==> src/rtl/hex_display_driver.sv <==
// hex_display_driver
//   Drives NUM_DIGITS seven-segment digits from a held hexadecimal value.
//   A load captures the value, the per-digit blink mask and the leading-zero
//   blanking enable. A free-running counter produces the blink phase.
//   Each digit shows one of four things, in this order of priority:
//   lamp test (all segments lit), blink blank, leading-zero blank, or the
//   decoded nibble.
//
// Ports
//   clock       in   rising-edge clock
//   reset       in   asynchronous active-high reset
//   hexval      in   [4*NUM_DIGITS-1:0] value; nibble k drives digit k
//   load        in   sample hexval/blink_mask/lz_blank on this edge
//   blink_mask  in   [NUM_DIGITS-1:0] per-digit blink enable
//   lz_blank    in   leading-zero blanking enable
//   lamp_test   in   live input, forces every segment lit
//   segs        out  [7*NUM_DIGITS-1:0] registered segments, gfedcba per digit
//   loaded      out  one-cycle acknowledge of an accepted load
module hex_display_driver #(
  parameter int NUM_DIGITS = 6,
  parameter int BLINK_DIV  = 25_000_000,
  parameter bit ACTIVE_LOW = 1'b1
) (
  input  logic                    clock,
  input  logic                    reset,
  input  logic [4*NUM_DIGITS-1:0] hexval,
  input  logic                    load,
  input  logic [NUM_DIGITS-1:0]   blink_mask,
  input  logic                    lz_blank,
  input  logic                    lamp_test,
  output logic [7*NUM_DIGITS-1:0] segs,
  output logic                    loaded
);

  // A one-bit counter is kept for BLINK_DIV=1 so the vector is never zero-width.
  localparam int              CNT_W     = (BLINK_DIV > 1) ? $clog2(BLINK_DIV) : 1;
  localparam logic [CNT_W-1:0] CNT_MAX  = CNT_W'(BLINK_DIV - 1);
  localparam logic [6:0]      SEG_BLANK = ACTIVE_LOW ? 7'h7F : 7'h00;
  localparam logic [6:0]      SEG_ALL   = ACTIVE_LOW ? 7'h00 : 7'h7F;

  // Standard hex decode, written active-low and inverted for active-high parts.
  function automatic logic [6:0] decode(input logic [3:0] nib);
    logic [6:0] seg;
    case (nib)
      4'h0:    seg = 7'h40;
      4'h1:    seg = 7'h79;
      4'h2:    seg = 7'h24;
      4'h3:    seg = 7'h30;
      4'h4:    seg = 7'h19;
      4'h5:    seg = 7'h12;
      4'h6:    seg = 7'h02;
      4'h7:    seg = 7'h78;
      4'h8:    seg = 7'h00;
      4'h9:    seg = 7'h10;
      4'hA:    seg = 7'h08;
      4'hB:    seg = 7'h03;
      4'hC:    seg = 7'h46;
      4'hD:    seg = 7'h21;
      4'hE:    seg = 7'h06;
      4'hF:    seg = 7'h0E;
      default: seg = 7'h7F;
    endcase
    return ACTIVE_LOW ? seg : ~seg;
  endfunction

  logic [4*NUM_DIGITS-1:0] held_value;
  logic [NUM_DIGITS-1:0]   held_mask;
  logic                    held_lz;
  logic [CNT_W-1:0]        blink_cnt;
  logic                    blink_phase;
  logic [NUM_DIGITS-1:0]   lz_hide;
  logic                    nz_seen;
  logic [7*NUM_DIGITS-1:0] next_segs;

  // Held display state: captured on load, otherwise kept.
  always_ff @(posedge clock or posedge reset) begin
    if (reset) begin
      held_value <= '0;
      held_mask  <= '0;
      held_lz    <= 1'b0;
    end else if (load) begin
      held_value <= hexval;
      held_mask  <= blink_mask;
      held_lz    <= lz_blank;
    end else begin
      held_value <= held_value;
      held_mask  <= held_mask;
      held_lz    <= held_lz;
    end
  end

  // Free-running blink divider; the phase flips each time the count wraps.
  always_ff @(posedge clock or posedge reset) begin
    if (reset) begin
      blink_cnt   <= '0;
      blink_phase <= 1'b0;
    end else if (blink_cnt == CNT_MAX) begin
      blink_cnt   <= '0;
      blink_phase <= ~blink_phase;
    end else begin
      blink_cnt   <= blink_cnt + CNT_W'(1);
      blink_phase <= blink_phase;
    end
  end

  // Per-digit output selection. Leading-zero detection scans from the top
  // digit down; digit 0 is always shown so a zero value still reads "0".
  always_comb begin
    lz_hide   = '0;
    nz_seen   = 1'b0;
    next_segs = '0;
    for (int k = NUM_DIGITS - 1; k >= 0; k--) begin
      if (held_value[4*k +: 4] != 4'h0) begin
        nz_seen = 1'b1;
      end else begin
        nz_seen = nz_seen;
      end
      lz_hide[k] = held_lz && !nz_seen && (k != 0);
    end
    for (int k = 0; k < NUM_DIGITS; k++) begin
      if (lamp_test) begin
        next_segs[7*k +: 7] = SEG_ALL;
      end else if (blink_phase && held_mask[k]) begin
        next_segs[7*k +: 7] = SEG_BLANK;
      end else if (lz_hide[k]) begin
        next_segs[7*k +: 7] = SEG_BLANK;
      end else begin
        next_segs[7*k +: 7] = decode(held_value[4*k +: 4]);
      end
    end
  end

  // Output register and load acknowledge.
  always_ff @(posedge clock or posedge reset) begin
    if (reset) begin
      segs   <= {NUM_DIGITS{SEG_BLANK}};
      loaded <= 1'b0;
    end else begin
      segs   <= next_segs;
      loaded <= load;
    end
  end

endmodule

==> config.mk <==
export PLATFORM = sky130hd
export DESIGN_NAME = hex_display_driver
export DESIGN_NICKNAME = d
export VERILOG_FILES = /design/src/rtl/hex_display_driver.sv
export SDC_FILE = /design/constraint.sdc
export NUM_CORES = 1
export LEC_CHECK = 0
export ABC_AREA = 1
export BUFFER_PORTS_ARGS = -buffer_cell sky130_fd_sc_hd__buf_4
export CAP_MARGIN = 20
export CORE_ASPECT_RATIO = 1.1
export CORE_UTILIZATION = 51
export CTS_BUF_LIST = sky130_fd_sc_hd__clkbuf_16
export CTS_CLUSTER_DIAMETER = 30
export DETAILED_ROUTE_END_ITERATION = 10
export GPL_ROUTABILITY_DRIVEN = 0
export PLACE_DENSITY = 0.7
export REMOVE_ABC_BUFFERS = 1
export SYNTH_ARGS = -nofsm -noshare
export SYNTH_HDL_FRONTEND = slang
export SYNTH_SLANG_ARGS = --single-unit
==> constraint.sdc <==
create_clock -name clock -period 4.2 [get_ports clock]
set_clock_uncertainty 0.05 [all_clocks]
set_input_delay 0.84 -clock clock [delete_from_list [all_inputs] [get_ports clock]]
set_output_delay 0.84 -clock clock [all_outputs]
set_load 0.005 [all_outputs]
# Word-level counts from Yosys, hierarchy flattened
# Memory sizes are Yosys's and may differ from the RTL's.
# Cells that the tools add are included.
[word_totals]
n_memories = 6
reg_bits = 100
output_inout_bits = 43
wordCells = 60
romBits = 672
in_bits = 35
[classes]
add_sub_neg = 1
bitwise = 1
eq_ne = 1
n_reduce_logical = 21
muxes = 23
[memory_table]
columns = ["memory", "depth", "width", "read_ports", "rd_ports_with_merged_regs", "write_ports", "line_no", "rtl"]
rows = [
  ["(name not given)", 16, 7, 1, 0, 0, "44", "case (nib)"],
  ["(name not given)", 16, 7, 1, 0, 0, "44", ""],
  ["(name not given)", 16, 7, 1, 0, 0, "44", ""],
  ["(name not given)", 16, 7, 1, 0, 0, "44", ""],
  ["(name not given)", 16, 7, 1, 0, 0, "44", ""],
  ["(name not given)", 16, 7, 1, 0, 0, "44", ""],
]
[op_table]
columns = ["cell", "n"]
rows = [
  ["$mux W7", 17],
  ["$add A25 B1 Y25 const B", 1],
  ["$eq A25 B25 Y1 const B", 1],
  ["$mux W25", 1],
  ["$reduce_bool A4 Y1", 5],
  ["$logic_and A1 B1 Y1", 11],
  ["$logic_not A1 Y1", 5],
  ["$mux W1", 5],
  ["$not A1 Y1", 1],
]

# Logic depth before layout (Yosys ltp)
# Gate-level depths: netlist of the first run.
[logic_depth]
word_depth = 11
mapped_depth = 9
depth_no_buf = 9

# Least setup slack after synthesis of the first run
# No wires, ideal clock.
[synth_timing]
kind = "input-to-reg"
start = "in load"
end = "reg held_mask[0]"
t_arrival_ps = 1612
path_buffers = 2
required_ps = 4025
cell_stages = 3
setup_ps = 125
path_slack_ps = 2413
path_cell_list = "buf_2 > clkbuf_1 > mux2_2"
[synth_lines]
columns = ["item", "line_no", "rtl"]
rows = [
  ["start, declared", "27", "input logic load,"],
  ["end signal, assigned", "83", "held_mask <= blink_mask;"],
  ["end signal, assigned", "87", "held_mask <= held_mask;"],
  ["end, declared", "67", "logic [NUM_DIGITS-1:0] held_mask;"],
]
# No word-level cell between the ends.

# Worst setup path in the final report of the first run
[layout_timing]
start = "reg segs[15]"
end = "out segs[15]"
[layout_lines]
columns = ["item", "line_no", "rtl"]
rows = [
  ["start, declared", "31", "output logic [7*NUM_DIGITS-1:0] segs,"],
  ["start signal, assigned", "136", "segs <= {NUM_DIGITS{SEG_BLANK}};"],
  ["start signal, assigned", "139", "segs <= next_segs;"],
]
# No word-level cell between the ends.

==> out/summary.txt, run 1 <==
Outcome: finished clean
Share of cells above drive strength 1: 22.1%
Via Count: 4767
Path category of the worst min-delay check: in -> async
Final hold vios: 0
Distinct cells, synth: 36
Number of instances in the synthesized netlist: 698
Most used flip-flop cell after synthesis: sky130_fd_sc_hd__dfrtp_1
Number of maximum-capacitance violations: 0
Slowest library cell on the worst path: sky130_fd_sc_hd__dfstp_2
Number of global-route vias before repair: 4556
Final net count: 837
Longest Clk Path Bufs: 2
Cts hold-fix bufs: 0
Mapped cell area: 5650 um^2
Later-pin clock latency in the skew report: 0.34 ns
Main combinational cell family by area after synthesis: simple AND/OR/NAND/NOR gates
Parity-gate share of the synthesized area counting xor and xnor cells: 2.17%
Yosys top cell area share: 25.7%
Post-layout minimum cycle time: 1.88 ns
Antenna violations before repair: 0
Final setup fails: 0
Cell area after layout: 6620 um^2
Count of input and output buffers: 77
Number of instances resized during post-cts repair: 0
CTS HTree Levels: 3
Cell area after placement: 6310 um^2
Most common cell after layout, fill and taps aside: sky130_fd_sc_hd__nand2_1
Post-synthesis sequential area ratio: 45.2%
Clock sink count: 100
Maximum net fanout on the critical path: 1
Reg-to-reg slack, setup: 2.48 ns
Startpoint of the most critical register-to-register path: blink_cnt[0]
Residual antenna-violating net count after detailed routing: 0
PnR Total Power: 2.26 mW
Post-synthesis compound-gate area fraction: 10.8%
Required time of the critical path: 3.31 ns
Maximum clock frequency: 532 MHz
Highest-count cells in the layout ignoring fill and taps: 170 x sky130_fd_sc_hd__nand2_1, 78 x sky130_fd_sc_hd__inv_1, 78 x sky130_fd_sc_hd__buf_4
Kind of capture point of the worst setup path: output pin
Drt initial violations: 207
Share of async-settable or async-resettable flops after synthesis: 100%
Layout Utilization: 62.5%
Met3 track demand over resource in global routing: 4.79%
DRC violations left: 0
Global-route track usage on met1: 27.7%
Die footprint: 11500 um^2
Warning count from the yosys run: 0
Buffers plus inverters on the worst setup path: 1
Antenna diode instance count: 0
Clk Tree Root Cell: sky130_fd_sc_hd__clkbuf_16
Post-CTS clock slew at the launch and capture registers of the worst setup and hold paths: 0.07 ns
Ratio of routed vias to standard cells: 5.20
Register bit total from synthesis: 100
Critical R2R Capture: blink_cnt[12]
Routing layer with the top usage in global route: met2
Adder-Cell Fraction of Synth Area: 7.53%
Critical Path Max Stage Delay: 0.54 ns
TritonCTS buffer count: 9
Largest vdd supply drop: 0.248 mV
Setup Crit Path Kind: reg -> out
Mean area per synthesized cell: 8.10 um^2
Die X-Extent: 102 um
Final Slew Violations: 0
Pin count of the biggest net entering global routing: 82
All-layer global routing usage: 22.9%
Number of standard-cell rows in the floorplan: 39
Static power due to leakage: 3.24 nW
Effective utilization at floorplan: 53.4%
Setup repair after global routing missed its margin: false
Chip height: 112 um
R2r worst-path depth: 8
HPWL after detailed placement: 8840 um
Post-route setup TNS: 0 ns
Filler cell count: 922
Wirelength per Cell: 13.2 um
Worst Tran Pin Value: 0.507 ns
Top cells by area in the synthesized netlist: sky130_fd_sc_hd__dfrtp_1 26%, sky130_fd_sc_hd__dfstp_2 20%, sky130_fd_sc_hd__nand2_1 11%
Max-slew headroom: 66.2%
Total length of routed wires: 12100 um
Number of ports placed on the die boundary: 78
Synth area leader: sky130_fd_sc_hd__dfrtp_1
First-pass GRT wire length: 20400 um
Final-layout worst hold slack: 0.326 ns
Pwr Density: 341 nW/um^2
Layout area overhead: 17.2%
CP Data Arrival Time: 0.99 ns
Global route overflow: 0
Global Route met2 Usage: 39.1%
Simple logic cell fraction of the synthesized area: 25.4%
Setup fix buffers added after clock tree synthesis: 0
Clock tree from TritonCTS: built
Startpoint Class: flop
Period utilization: 44.7%
Largest delay share family, worst path: flip-flops
Share of synthesized area spent on multiplexers: 1.39%
Iteration count of the initial detailed-routing pass: 5
Floorplan Core Area: 10600 um^2
Critical Path, Cell by Cell: buf_4
Number of synthesized flops with an enable pin: 0
==> report_power, final <==
| part | switching, mW | internal, mW |
|---|---|---|
| clock | 0.341 | 0.453 |
| combinational | 0.197 | 0.157 |
| sequential | 0.0563 | 1.05 |
| total | 0.594 | 1.66 |
==> cells in the mapped netlist (2+ instances only) <==
master and n:
sky130_fd_sc_hd__nand2_1 170, sky130_fd_sc_hd__inv_1 78, sky130_fd_sc_hd__nor2_1 67, sky130_fd_sc_hd__dfrtp_1 58
sky130_fd_sc_hd__o21ai_0 56, sky130_fd_sc_hd__nand3_1 48, sky130_fd_sc_hd__dfstp_2 42, sky130_fd_sc_hd__a21oi_1 34
sky130_fd_sc_hd__ha_1 34, sky130_fd_sc_hd__nor2_2 16, sky130_fd_sc_hd__a31oi_1 13, sky130_fd_sc_hd__xor2_1 11
sky130_fd_sc_hd__nor3_1 9, sky130_fd_sc_hd__buf_2 8, sky130_fd_sc_hd__clkbuf_1 8, sky130_fd_sc_hd__mux2_2 7
sky130_fd_sc_hd__o22ai_1 5, sky130_fd_sc_hd__nand2_2 3, sky130_fd_sc_hd__nand3b_1 3, sky130_fd_sc_hd__nand4_1 3
sky130_fd_sc_hd__o211ai_1 3, sky130_fd_sc_hd__xnor2_1 3, sky130_fd_sc_hd__buf_1 2, sky130_fd_sc_hd__clkinv_1 2
sky130_fd_sc_hd__inv_2 2, sky130_fd_sc_hd__nor2_4 2, sky130_fd_sc_hd__o21a_1 2
==> cell type report <==
cell class,instances,area (um^2),area share (%)
multi-input combinational,495,2670,40.4
sequential,100,2550,38.6
timing repair buffer,79,613,9.26
inverter,83,319,4.82
clock buffer,9,225,3.40
tap,143,179,2.70
clock inverter,7,58.8,0.888
==> registers in the layout, summed over array words and instances (netlist names) <==
register	cells
segs	42
blink_cnt	25
held_value	24
held_mask	6
blink_phase	1
held_lz	1
loaded	1
==> stage by stage <==
stage	cells	setup slack, ns
after floorplan	678	0.761
after global placement	899	2.13
after detailed placement	899	2.10
after CTS	915	2.31
after global routing	916	2.29
final	916	2.32
==> routing by layer <==
metal  part of all wire, %  up-vias  wire length (um)
met1                    43     2230              5190
met4                   2.5        0               302
met2                    51      124              6130
li1                      -     2386                 -
met5                     0        -                 0
met3                   3.8       27               463
==> worst max-delay path by stage <==
stage / from / cells past startpoint / end / slack, ns
floorplan: reset / 1 / blink_cnt[0] / 0.76
global placement: reset / 3 / segs[14] / 2.13
detailed placement: reset / 3 / segs[17] / 2.10
CTS: segs[23] / 1 / segs[23] / 2.31
global route: segs[26] / 1 / segs[26] / 2.29
finish: segs[15] / 1 / segs[15] / 2.32
==> cells by family after synthesis <==
family                     Yosys count
DFF                                100
buffers and inverters              103
AOI/OAI and AO/OA                  114
adders and majority gates           34
muxes                                7
xor gates and xnor gates            14
and+or+nand+nor                    326
Power figures use the tool's default switching activity.
==> run 2: changes to the inputs <==
==> constraint.sdc (replaced) <==
create_clock -name clock -period 1.9 [get_ports clock]
set_clock_uncertainty 0.05 [all_clocks]
set_input_delay 0.38 -clock clock [delete_from_list [all_inputs] [get_ports clock]]
set_output_delay 0.38 -clock clock [all_outputs]
set_load 0.005 [all_outputs]
==> out/summary.txt, run 2 (synthesis gave the netlist of run 1 again) <==
Critical R2R Capture: blink_cnt[24]
HPWL after detailed placement: 8940 um
Number of maximum-capacitance violations: 0
First-pass GRT wire length: 21100 um
Most repeated library cell on the critical path: sky130_fd_sc_hd__nand2_2
Longest Clk Path Bufs: 2
Final hold vios: 0
Final setup fails: 0
Clock sink count: 100
DRC violations left: 0
Kind of capture point of the worst setup path: flop
Largest vdd supply drop: 0.491 mV
Drt initial violations: 267
Maximum net fanout on the critical path: 15
Number of instances resized during post-cts repair: 0
Antenna diode instance count: 0
Post-layout minimum cycle time: 1.67 ns
Final net count: 839
Ratio of routed vias to standard cells: 5.28
Setup repair after global routing missed its margin: false
Die X-Extent: 102 um
Buffers plus inverters on the worst setup path: 1
Layout Utilization: 62.5%
Antenna violations before repair: 0
Biggest register: segs
Most common cell after layout, fill and taps aside: sky130_fd_sc_hd__nand2_1
Reg-to-reg slack, setup: 0.23 ns
Wirelength per Cell: 13.6 um
Static power due to leakage: 3.24 nW
Part of the total power dissipated in combinational logic: 16.0%
Pre-CTS setup slack: 0.257 ns
Max-slew headroom: 63.6%
Startpoint Class: flop
Count of input and output buffers: 77
Chip height: 112 um
Finished Layout Cells: 916
Via Count: 4833
Outcome: finished clean
Iteration count of the initial detailed-routing pass: 5
Net switching power figure: 1.29 mW
Number of global-route vias before repair: 4747
Path category of the worst min-delay check: in -> async
Total length of routed wires: 12400 um
Biggest regs: segs: 42 flops, blink_cnt: 25 flops, held_value: 24 flops
Maximum clock frequency: 598 MHz
Worst Tran Pin Value: 0.546 ns
Minimum setup slack in the final design: 0.229 ns
Setup fix buffers added after clock tree synthesis: 0
Share of cells above drive strength 1: 22.1%
Number of cells after detailed placement: 902
Later-pin clock latency in the skew report: 0.34 ns
Cts hold-fix bufs: 0
Pwr Density: 749 nW/um^2
Highest-count cells in the layout ignoring fill and taps: 170 x sky130_fd_sc_hd__nand2_1, 80 x sky130_fd_sc_hd__buf_4, 78 x sky130_fd_sc_hd__inv_1
Required time of the critical path: 2.07 ns
Critical Path, Cell by Cell: ha_1, nand2_2, nor2_4, nand3b_2, nor2_2, nand2_2, clkinv_4, nor2_1
Pin count of the biggest net entering global routing: 101
CP Data Arrival Time: 1.85 ns
Clock tree from TritonCTS: built
Floorplan Core Area: 10600 um^2
Global route overflow: 0
Portion of total power attributed to the clock network: 34.6%
Filler cell count: 946
Number of standard-cell rows in the floorplan: 39
Cell-internal power: 3.67 mW
Startpoint of the most critical register-to-register path: blink_cnt[0]
Largest delay share family, worst path: simple AND/OR/NAND/NOR gates
Residual antenna-violating net count after detailed routing: 0
Critical Path Max Stage Delay: 0.44 ns
TritonCTS buffer count: 9
Sequential group share of total power: 49.4%
Final Slew Violations: 0
CTS HTree Levels: 3
Die footprint: 11500 um^2
Setup Crit Path Kind: reg -> reg
PnR Total Power: 4.96 mW
Max FFs per register: 42
Layout area overhead: 17.1%
Period utilization: 88.0%
Post-CTS clock slew at the launch and capture registers of the worst setup and hold paths: 0.06 ns
Effective utilization at floorplan: 53.4%
Clk Tree Root Cell: sky130_fd_sc_hd__clkbuf_16
Number of ports placed on the die boundary: 78
R2r worst-path depth: 8
Switching power as a share of total power: 26.0%
All-layer global routing usage: 23.4%
Slowest library cell on the worst path: sky130_fd_sc_hd__dfrtp_1
## run 2: cell types whose count changed in the layout (fill, tap and decap cells not counted), sizes merged
cell	before	now
buf	79	81
clkinv	7	6
clkinvlp	1	0
## run 2: worst reg2reg max path, cell delays in order, from the launching register on
cell and delay (ns):
sky130_fd_sc_hd__dfrtp_1 0.44, sky130_fd_sc_hd__ha_1 0.27, sky130_fd_sc_hd__nand2_2 0.09, sky130_fd_sc_hd__nor2_4 0.14, sky130_fd_sc_hd__nand3b_2 0.09, sky130_fd_sc_hd__nor2_2 0.15
sky130_fd_sc_hd__nand2_2 0.09, sky130_fd_sc_hd__clkinv_4 0.16, sky130_fd_sc_hd__nor2_1 0.07
## run 2: layer usage
| metal | up-vias | routed length (um) | GRT usage (%) | share of wire [%] |
|---|---|---|---|---|
| met1 | 2257 | 5350 | 28.9 | 43 |
| met4 | 0 | 439 | 12.4 | 3.5 |
| li1 | 2384 | - | - | - |
| met5 | - | 0 | 0 | 0 |
| met3 | 36 | 495 | 2.99 | 4.0 |
| met2 | 156 | 6140 | 39.4 | 49 |
## run 2: metrics by stage
stage / hold slack (ns) / cell area (um^2) / setup TNS [ns]
3_5_place_dp: 0.446 / 6350 / 0
5_1_grt: 0.141 / 6620 / 0
4_1_cts: 0.141 / 6620 / 0
2_1_floorplan: 0.359 / 5540 / -80.08
6_report: 0.0848 / 6620 / 0
3_3_place_gp: 0.442 / 6350 / 0
## run 2: power groups by stage
stage | combinational [mW] | sequential [mW] | clock [mW]
3_5_place_dp | 0.791 | 2.48 | 0
2_1_floorplan | 0.442 | 2.47 | 0
4_1_cts | 0.795 | 2.45 | 1.77
6_report | 0.791 | 2.45 | 1.72
5_1_grt | 0.896 | 2.47 | 1.85
3_3_place_gp | 0.773 | 2.48 | 0
## run 2: area by class of cell
cell class,instances,area [um^2],share of cell area (%)
clock buffer,9,225,3.40
clock inverter,5,46.3,0.700
inverter,83,319,4.82
multi-input combinational,495,2670,40.4
sequential,100,2550,38.6
tap,143,179,2.70
timing repair buffer,81,621,9.38
## run 2: how the worst max path moves through the flow
stage | startpoint | cells past startpoint | slack [ns] | end
floorplan | reset | 1 | -1.08 | blink_cnt[0]
global placement | blink_cnt[0] | 8 | 0.31 | blink_cnt[16]
detailed placement | blink_cnt[0] | 8 | 0.26 | blink_cnt[13]
CTS | blink_cnt[0] | 8 | 0.22 | blink_cnt[13]
global route | held_value[20] | 8 | 0.09 | segs[27]
finish | blink_cnt[0] | 8 | 0.23 | blink_cnt[24]
